File: config.mk
export PLATFORM = sky130hd
export DESIGN_NAME = gomoku_board_ctrl
export DESIGN_NICKNAME = d
export VERILOG_FILES = /design/src/rtl/gomoku_pkg.sv /design/src/rtl/gomoku_board_mem.sv /design/src/rtl/gomoku_board_ctrl.sv
export SDC_FILE = /design/constraint.sdc
export NUM_CORES = 1
export LEC_CHECK = 0
export CAP_MARGIN = 25
export CORE_ASPECT_RATIO = 2
export CORE_MARGIN = 2
export CORE_UTILIZATION = 45
export DETAILED_ROUTE_END_ITERATION = 8
export SLEW_MARGIN = 25
export SYNTH_ARGS = -nofsm -noshare
export SYNTH_HDL_FRONTEND = slang
export SYNTH_SLANG_ARGS = --single-unit
File: constraint.sdc
create_clock -name clk -period 12.3 [get_ports clk]
set_input_delay 2.46 -clock clk [delete_from_list [all_inputs] [get_ports clk]]
set_output_delay 2.46 -clock clk [all_outputs]
set_load 0.005 [all_outputs]
File: src/rtl/gomoku_pkg.sv
// Shared types and direction helpers for the gomoku board controller.
package gomoku_pkg;

   typedef enum logic [1:0] {
      EMPTY = 2'd0,
      BLACK = 2'd1,
      WHITE = 2'd2
   } cell_t;

   typedef enum logic [1:0] {
      H = 2'd0,
      V = 2'd1,
      D = 2'd2,
      A = 2'd3
   } dir_t;

   typedef enum logic [1:0] {
      CLEAR   = 2'd0,
      IDLE    = 2'd1,
      SCAN    = 2'd2,
      RESOLVE = 2'd3
   } state_t;

   // Column step of a scan direction (+ side).
   function automatic logic signed [1:0] dir_dx(input dir_t d);
      case (d)
         H:       dir_dx = 2'sb01;
         V:       dir_dx = 2'sb00;
         D:       dir_dx = 2'sb01;
         A:       dir_dx = 2'sb01;
         default: dir_dx = 2'sb00;
      endcase
   endfunction

   // Row step of a scan direction (+ side); A runs up-right.
   function automatic logic signed [1:0] dir_dy(input dir_t d);
      case (d)
         H:       dir_dy = 2'sb00;
         V:       dir_dy = 2'sb01;
         D:       dir_dy = 2'sb01;
         A:       dir_dy = 2'sb11;
         default: dir_dy = 2'sb00;
      endcase
   endfunction

   // Stone colour (0 black, 1 white) to the cell code it occupies.
   function automatic cell_t color_cell(input logic c);
      if (c) begin
         color_cell = WHITE;
      end else begin
         color_cell = BLACK;
      end
   endfunction

endpackage

File: src/rtl/gomoku_board_mem.sv
// N*N two-bit board storage: one synchronous write port, two combinational
// read ports (scan probe and display). Cell index is N*x + y.
module gomoku_board_mem
   import gomoku_pkg::*;
#(
   parameter int N  = 7,
   parameter int AW = $clog2(N*N)
) (
   input  logic          clk,
   input  logic          wr_en,
   input  logic [AW-1:0] wr_idx,
   input  cell_t         wr_cell,
   input  logic [AW-1:0] probe_idx,
   output cell_t         probe_cell,
   input  logic [AW-1:0] disp_idx,
   output cell_t         disp_cell
);

   localparam int NN = N * N;

   cell_t cells [NN];

   // Single write port shared by the clear sweep and move placement.
   always_ff @(posedge clk) begin
      if (wr_en) begin
         cells[wr_idx] <= wr_cell;
      end
   end

   // Combinational reads; indices past the board read as empty.
   always_comb begin
      probe_cell = EMPTY;
      disp_cell  = EMPTY;
      if (int'(probe_idx) < NN) begin
         probe_cell = cells[probe_idx];
      end else begin
         probe_cell = EMPTY;
      end
      if (int'(disp_idx) < NN) begin
         disp_cell = cells[disp_idx];
      end else begin
         disp_cell = EMPTY;
      end
   end

endmodule

File: src/rtl/gomoku_board_ctrl.sv
// Gomoku board controller: move handshake, sequential line scanner for
// WIN_LEN-in-a-row detection, turn tracking and draw detection.
module gomoku_board_ctrl
   import gomoku_pkg::*;
#(
   parameter  int N       = 7,
   parameter  int WIN_LEN = 5,
   localparam int CW      = $clog2(N),
   localparam int SW      = $clog2(N*N+1)
) (
   input  logic          clk,
   input  logic          resetn,
   input  logic          new_game,
   input  logic          move_valid,
   output logic          move_ready,
   input  logic [CW-1:0] move_x,
   input  logic [CW-1:0] move_y,
   output logic          move_done,
   output logic          move_rej,
   output logic          turn,
   input  logic [CW-1:0] rd_x,
   input  logic [CW-1:0] rd_y,
   output logic [1:0]    rd_cell,
   output logic [SW-1:0] stones,
   output logic          game_over,
   output logic          win_valid,
   output logic          win_color,
   output logic          draw
);

   localparam int NN   = N * N;
   localparam int AW   = $clog2(NN);
   localparam int KW   = $clog2(WIN_LEN);
   localparam int CNTW = $clog2(WIN_LEN + 1);

   localparam logic [CW:0]     N_W      = (CW+1)'(N);
   localparam logic [AW-1:0]   LAST_IDX = AW'(NN - 1);
   localparam logic [SW-1:0]   FULL     = SW'(NN);
   localparam logic [KW-1:0]   K_MAX    = KW'(WIN_LEN - 1);
   localparam logic [CNTW-1:0] CNT_WIN  = CNTW'(WIN_LEN);

   // Flat cell index N*x + y.
   function automatic logic [AW-1:0] cell_idx(input logic [CW-1:0] x, input logic [CW-1:0] y);
      cell_idx = AW'(x) * AW'(N) + AW'(y);
   endfunction

   // One step of k cells from coordinate c in direction s (-1, 0, +1).
   function automatic logic signed [CW:0] step_coord(input logic [CW-1:0] c,
                                                     input logic signed [1:0] s,
                                                     input logic signed [CW:0] k);
      logic signed [CW:0] base;
      base = signed'({1'b0, c});
      case (s)
         2'sb01:  step_coord = base + k;
         2'sb11:  step_coord = base - k;
         default: step_coord = base;
      endcase
   endfunction

   // Registers
   state_t          state_r;
   logic [AW-1:0]   clr_idx_r;
   logic            turn_r;
   logic [SW-1:0]   stones_r;
   logic            win_valid_r;
   logic            win_color_r;
   logic            draw_r;
   logic            move_done_r;
   logic            move_rej_r;
   logic [CW-1:0]   lx_r;
   logic [CW-1:0]   ly_r;
   logic            lcol_r;
   logic [CNTW-1:0] cnt_r;
   dir_t            dir_r;
   logic            side_r;
   logic [KW-1:0]   k_r;
   logic            win_hit_r;

   // Combinational signals
   logic               game_over_s;
   logic               ready_s;
   logic               handshake_s;
   logic               in_range_s;
   logic               legal_s;
   logic [AW-1:0]      move_idx_s;
   logic signed [1:0]  sx_s;
   logic signed [1:0]  sy_s;
   logic signed [CW:0] k_s;
   logic signed [CW:0] px_s;
   logic signed [CW:0] py_s;
   logic               on_board_s;
   logic [AW-1:0]      scan_idx_s;
   logic               match_s;
   logic               win_now_s;
   logic               side_end_s;
   logic               wr_en_s;
   logic [AW-1:0]      wr_idx_s;
   cell_t              wr_cell_s;
   logic [AW-1:0]      probe_idx_s;
   cell_t              probe_cell_s;
   logic [AW-1:0]      disp_idx_s;
   cell_t              disp_cell_s;

   gomoku_board_mem #(
      .N  (N),
      .AW (AW)
   ) u_mem (
      .clk        (clk),
      .wr_en      (wr_en_s),
      .wr_idx     (wr_idx_s),
      .wr_cell    (wr_cell_s),
      .probe_idx  (probe_idx_s),
      .probe_cell (probe_cell_s),
      .disp_idx   (disp_idx_s),
      .disp_cell  (disp_cell_s)
   );

   // Handshake qualification and legality of the requested cell.
   always_comb begin
      game_over_s = win_valid_r | draw_r;
      ready_s     = (state_r == IDLE) && !game_over_s && !new_game;
      handshake_s = move_valid && ready_s;
      in_range_s  = ({1'b0, move_x} < N_W) && ({1'b0, move_y} < N_W);
      move_idx_s  = cell_idx(move_x, move_y);
      legal_s     = in_range_s && (probe_cell_s == EMPTY);
   end

   // Scan probe position: latched move plus k steps along the current direction/side.
   always_comb begin
      sx_s       = side_r ? -dir_dx(dir_r) : dir_dx(dir_r);
      sy_s       = side_r ? -dir_dy(dir_r) : dir_dy(dir_r);
      k_s        = signed'((CW+1)'(k_r));
      px_s       = step_coord(lx_r, sx_s, k_s);
      py_s       = step_coord(ly_r, sy_s, k_s);
      on_board_s = !px_s[CW] && !py_s[CW] &&
                   ($unsigned(px_s) < N_W) && ($unsigned(py_s) < N_W);
      scan_idx_s = cell_idx(px_s[CW-1:0], py_s[CW-1:0]);
      match_s    = on_board_s && (probe_cell_s == color_cell(lcol_r));
      win_now_s  = match_s && ((cnt_r + CNTW'(1)) == CNT_WIN);
      side_end_s = !match_s || (k_r == K_MAX);
   end

   // Board port muxing: probe port checks occupancy in IDLE and walks lines in SCAN.
   always_comb begin
      probe_idx_s = move_idx_s;
      wr_en_s     = 1'b0;
      wr_idx_s    = move_idx_s;
      wr_cell_s   = EMPTY;
      if (state_r == SCAN) begin
         probe_idx_s = scan_idx_s;
      end else begin
         probe_idx_s = move_idx_s;
      end
      if (state_r == CLEAR) begin
         wr_en_s   = 1'b1;
         wr_idx_s  = clr_idx_r;
         wr_cell_s = EMPTY;
      end else begin
         wr_en_s   = handshake_s && legal_s;
         wr_idx_s  = move_idx_s;
         wr_cell_s = color_cell(turn_r);
      end
   end

   // Display read: forced empty during the clear sweep or for off-board addresses.
   always_comb begin
      disp_idx_s = cell_idx(rd_x, rd_y);
      rd_cell    = EMPTY;
      if ((state_r != CLEAR) && ({1'b0, rd_x} < N_W) && ({1'b0, rd_y} < N_W)) begin
         rd_cell = disp_cell_s;
      end else begin
         rd_cell = EMPTY;
      end
   end

   // Main FSM: clear sweep, move handshake, line scan and result resolution.
   always_ff @(posedge clk or negedge resetn) begin
      if (!resetn) begin
         state_r     <= CLEAR;
         clr_idx_r   <= '0;
         turn_r      <= 1'b0;
         stones_r    <= '0;
         win_valid_r <= 1'b0;
         win_color_r <= 1'b0;
         draw_r      <= 1'b0;
         move_done_r <= 1'b0;
         move_rej_r  <= 1'b0;
         lx_r        <= '0;
         ly_r        <= '0;
         lcol_r      <= 1'b0;
         cnt_r       <= '0;
         dir_r       <= H;
         side_r      <= 1'b0;
         k_r         <= '0;
         win_hit_r   <= 1'b0;
      end else begin
         move_done_r <= 1'b0;
         move_rej_r  <= 1'b0;
         if (new_game) begin
            state_r     <= CLEAR;
            clr_idx_r   <= '0;
            turn_r      <= 1'b0;
            stones_r    <= '0;
            win_valid_r <= 1'b0;
            win_color_r <= 1'b0;
            draw_r      <= 1'b0;
            win_hit_r   <= 1'b0;
         end else begin
            case (state_r)
               CLEAR: begin
                  if (clr_idx_r == LAST_IDX) begin
                     clr_idx_r <= '0;
                     state_r   <= IDLE;
                  end else begin
                     clr_idx_r <= clr_idx_r + AW'(1);
                  end
               end
               IDLE: begin
                  if (handshake_s) begin
                     if (!legal_s) begin
                        move_rej_r <= 1'b1;
                     end else begin
                        stones_r  <= stones_r + SW'(1);
                        lx_r      <= move_x;
                        ly_r      <= move_y;
                        lcol_r    <= turn_r;
                        cnt_r     <= CNTW'(1);
                        dir_r     <= H;
                        side_r    <= 1'b0;
                        k_r       <= KW'(1);
                        win_hit_r <= 1'b0;
                        state_r   <= SCAN;
                     end
                  end
               end
               SCAN: begin
                  if (win_now_s) begin
                     win_hit_r <= 1'b1;
                     state_r   <= RESOLVE;
                  end else begin
                     if (match_s) begin
                        cnt_r <= cnt_r + CNTW'(1);
                     end
                     if (side_end_s) begin
                        k_r <= KW'(1);
                        if (!side_r) begin
                           side_r <= 1'b1;
                        end else if (dir_r == A) begin
                           state_r <= RESOLVE;
                        end else begin
                           dir_r  <= dir_t'(dir_r + 2'd1);
                           side_r <= 1'b0;
                           cnt_r  <= CNTW'(1);
                        end
                     end else begin
                        k_r <= k_r + KW'(1);
                     end
                  end
               end
               RESOLVE: begin
                  move_done_r <= 1'b1;
                  if (win_hit_r) begin
                     win_valid_r <= 1'b1;
                     win_color_r <= lcol_r;
                  end else if (stones_r == FULL) begin
                     draw_r <= 1'b1;
                  end else begin
                     turn_r <= ~turn_r;
                  end
                  state_r <= IDLE;
               end
               default: begin
                  state_r <= CLEAR;
               end
            endcase
         end
      end
   end

   assign move_ready = ready_s;
   assign move_done  = move_done_r;
   assign move_rej   = move_rej_r;
   assign turn       = turn_r;
   assign stones     = stones_r;
   assign game_over  = game_over_s;
   assign win_valid  = win_valid_r;
   assign win_color  = win_color_r;
   assign draw       = draw_r;

endmodule
==> impl_metrics.csv <==
group,metric,value,unit
layout,drive_gt1_frac,0.1249,
critical_path,path_cells,"clkdlybuf4s50_1, fa_1, inv_1, fa_1, fa_1, xor2_1, mux4_2, mux4_2, nor2b_1, clkdlybuf4s50_1",
clock_network,cts_setup_buffers,0,
grt,antenna_found_initial,1,
synth,synthTopCellsByCount,"111 x nor2_1, 98 x edfxtp_1, 76 x nand2_1",
clock_network,cts_tree,"yes",
timing,skew,0.008118,ns
critical_path,cp-end-kind,"primary output",
clock_network,cts-root-buf,"clkbuf_16",
clock_network,clk_path_buf_depth,2,
synth,ys_types,81,
clock_network,clkSlewWorstSetupHoldPaths,0.06,ns
placed_design,gp_congestion,0.9449,
critical_path,cp_common_cell,"fa_1",
timing,setup_viol,0,
synth,synth-edff-count,98,
route,wirelength,28660,um
layout,fin_area,10520,um^2
critical_path,slowest_stage,"xor2_1",
placed_design,dpl_cell_area,9896,um^2
critical_path,cp_slowest_stage_delay,0.70,ns
clock_network,cts_buffers,17,
grt,overflow,0,
clock_network,cts_resized,0,
route,drtAntennaViolNets,0,
timing,rsz0062_at_grt,"no",
run_status,status,"complete, no violations",
critical_path,required,9.84,ns
synth,synth.avg_cell_area,10.58,um^2
placed_design,pre_cts_slack,2.807,ns
route,wl_per_cell,24.12,um
die,ios,32,
die,die_y,207.7,um
timing,setup_tns,0,ns
timing,fmax,105.7,MHz
grt,grt_first_pass_wirelength,43700,um
min_path,hold_start,"win_valid",
grt,grt_util_all_layers,0.2693,
grt,grt_pass1_vias,7627,
layout,syn_to_final_growth,12.65,%
placed_design,hpwlAfterDp,21070,um
clock_network,clkSinkCount,135,
synth,synthArstFlopShare,0.2741,
synth,syn_inst,882,
critical_path,reg2reg_from,"dir_r[0]",
critical_path,critPathMaxFanout,7,
layout,nFillCells,1847,
synth,syn_nets,967,
timing,finalHoldViolations,0,
synth,synth-seq-cells,135,
critical_path,crit_path_start,"rd_x[1]",
synth,synth_top_area_frac,0.3153,
synth,ys_seq_area_frac,0.4145,
route,firstDrtPassIters,5,
timing,setup_slack,2.838,ns
timing,max_slew.worst_pin.slew,0.9580,ns
die,die_x,105.8,um
clock_network,htree_levels,4,
die,rows,74,
critical_path,critPathKind,"input pin to primary output",
timing,min_period_over_period,0.7693,
die,core_area,20370,um^2
timing,slew_viol_final,0,
run,cap_violations,0,
die,fp.dieArea,21980,um^2
synth,yosysTopAreaCell,"edfxtp_1",
min_path,hp-class,"flop to flop",
timing,finalCriticalPeriod,9.462,ns
synth,yosysWarnings,0,
die,start_util,0.4582,
placed_design,io_buffers,31,
timing,slew_headroom,0.3575,
layout,nets,993,
grt,grt_max_degree,50,
critical_path,cp.arrival,7.00,ns
synth,ys.flop_type,"edfxtp_1",
route,vias,7422,
synth,yosysMostFrequentCell,"nor2_1",
clock_network,insertion_delay,0.45,ns
synth,synth_top_cells_by_area,"edfxtp_1 32%, dfrtp_1 9.9%, mux4_2 8.4%, ha_1 7.4%, nor2_1 4.5%",
route,drc,0,
critical_path,crit_path_start_kind,"input pin",
critical_path,path_buf_inv,3,
synth,synthesis.area,9334,um^2
route,viasPerCell,6.247,
critical_path,crit_family,"adder cells",
route,drtIter0Drc,673,
clock_network,cts_hold_buf,0,
## cell type report
cell class | instances | area (um^2) | area share
multi-input combinational | 642 | 5025 | 0.4779
sequential | 135 | 3869 | 0.3679
timing repair buffer | 47 | 427.9 | 0.04069
clock buffer | 17 | 425.4 | 0.04046
tap | 266 | 332.8 | 0.03165
inverter | 65 | 244.0 | 0.02320
clock inverter | 15 | 188.9 | 0.01797
antenna | 1 | 2.502 | 0.0002380
## stage by stage
stage            util  hold slack [ns]  instances
6_report       0.5162           0.5307       1188
5_1_grt        0.5162           0.5654       1188
4_1_cts        0.5160           0.5407       1187
2_1_floorplan       -           0.4664        882
3_3_place_gp   0.4858           0.5252       1155
3_5_place_dp   0.4858           0.5262       1155
## final timing paths
check / end / slack (ns) / depth (start not counted)
max: rd_cell[0] / 2.84 / 10
max in group asynchronous: stones[3] / 9.95 / 1
min: win_valid / 0.53 / 2
min reg2reg: win_valid / 0.53 / 2
min in group asynchronous: ly_r[1] / 1.98 / 1
max reg2reg: u_mem.cells[48][1] / 3.95 / 22
## tightest hold or removal path, delay by kind of cell (launching register included)
kind	cells	cell delay, ns
flip-flops	1	0.37
AND/OR/NAND/NOR	1	0.08
AO/OA/AOI/OAI	1	0.05
## flip-flops by register name, summed over array words and instances (netlist names), 2 cells and up
name	flops
dir_r	2
cnt_r	3
k_r	3
stones	6
clr_idx_r	6
ly_r	3
state_r	2
lx_r	3
u_mem.cells	98
## per-layer routing
metal  track usage  routed length [um]  up-vias
met5             0                   0        -
met4        0.2074                2341        0
met3       0.05306                1382      112
met2        0.4859               15520      323
met1        0.2630                9412     3656
li1              -                   -     3331
## logic make-up after synthesis
logic type,after synthesis,share of synthesized area
AOI/OAI and AO/OA,210,0.1607
xor gates and xnor gates,19,0.01783
adders and majority gates,69,0.1038
buffers and inverters,105,0.04799
DFF,135,0.4145
muxes,55,0.1119
and+or+nand+nor,289,0.1433
## cell usage in the layout (no fill, tap or decap), types with 14 or more instances in the layout
cell type / n
ha_1: 54
edfxtp_1: 98
nand2_1: 76
nand3_1: 21
fa_1: 14
clkbuf_16: 17
o21ai_0: 45
clkdlybuf4s50_1: 30
inv_1: 63
nor2b_1: 19
buf_4: 17
nor2_1: 110
mux4_2: 35
o211ai_1: 18
a21oi_1: 41
dfrtp_1: 37
Power is not shown: default switching activity piles up to over one toggle a cycle in this logic, so the estimate is an artifact.
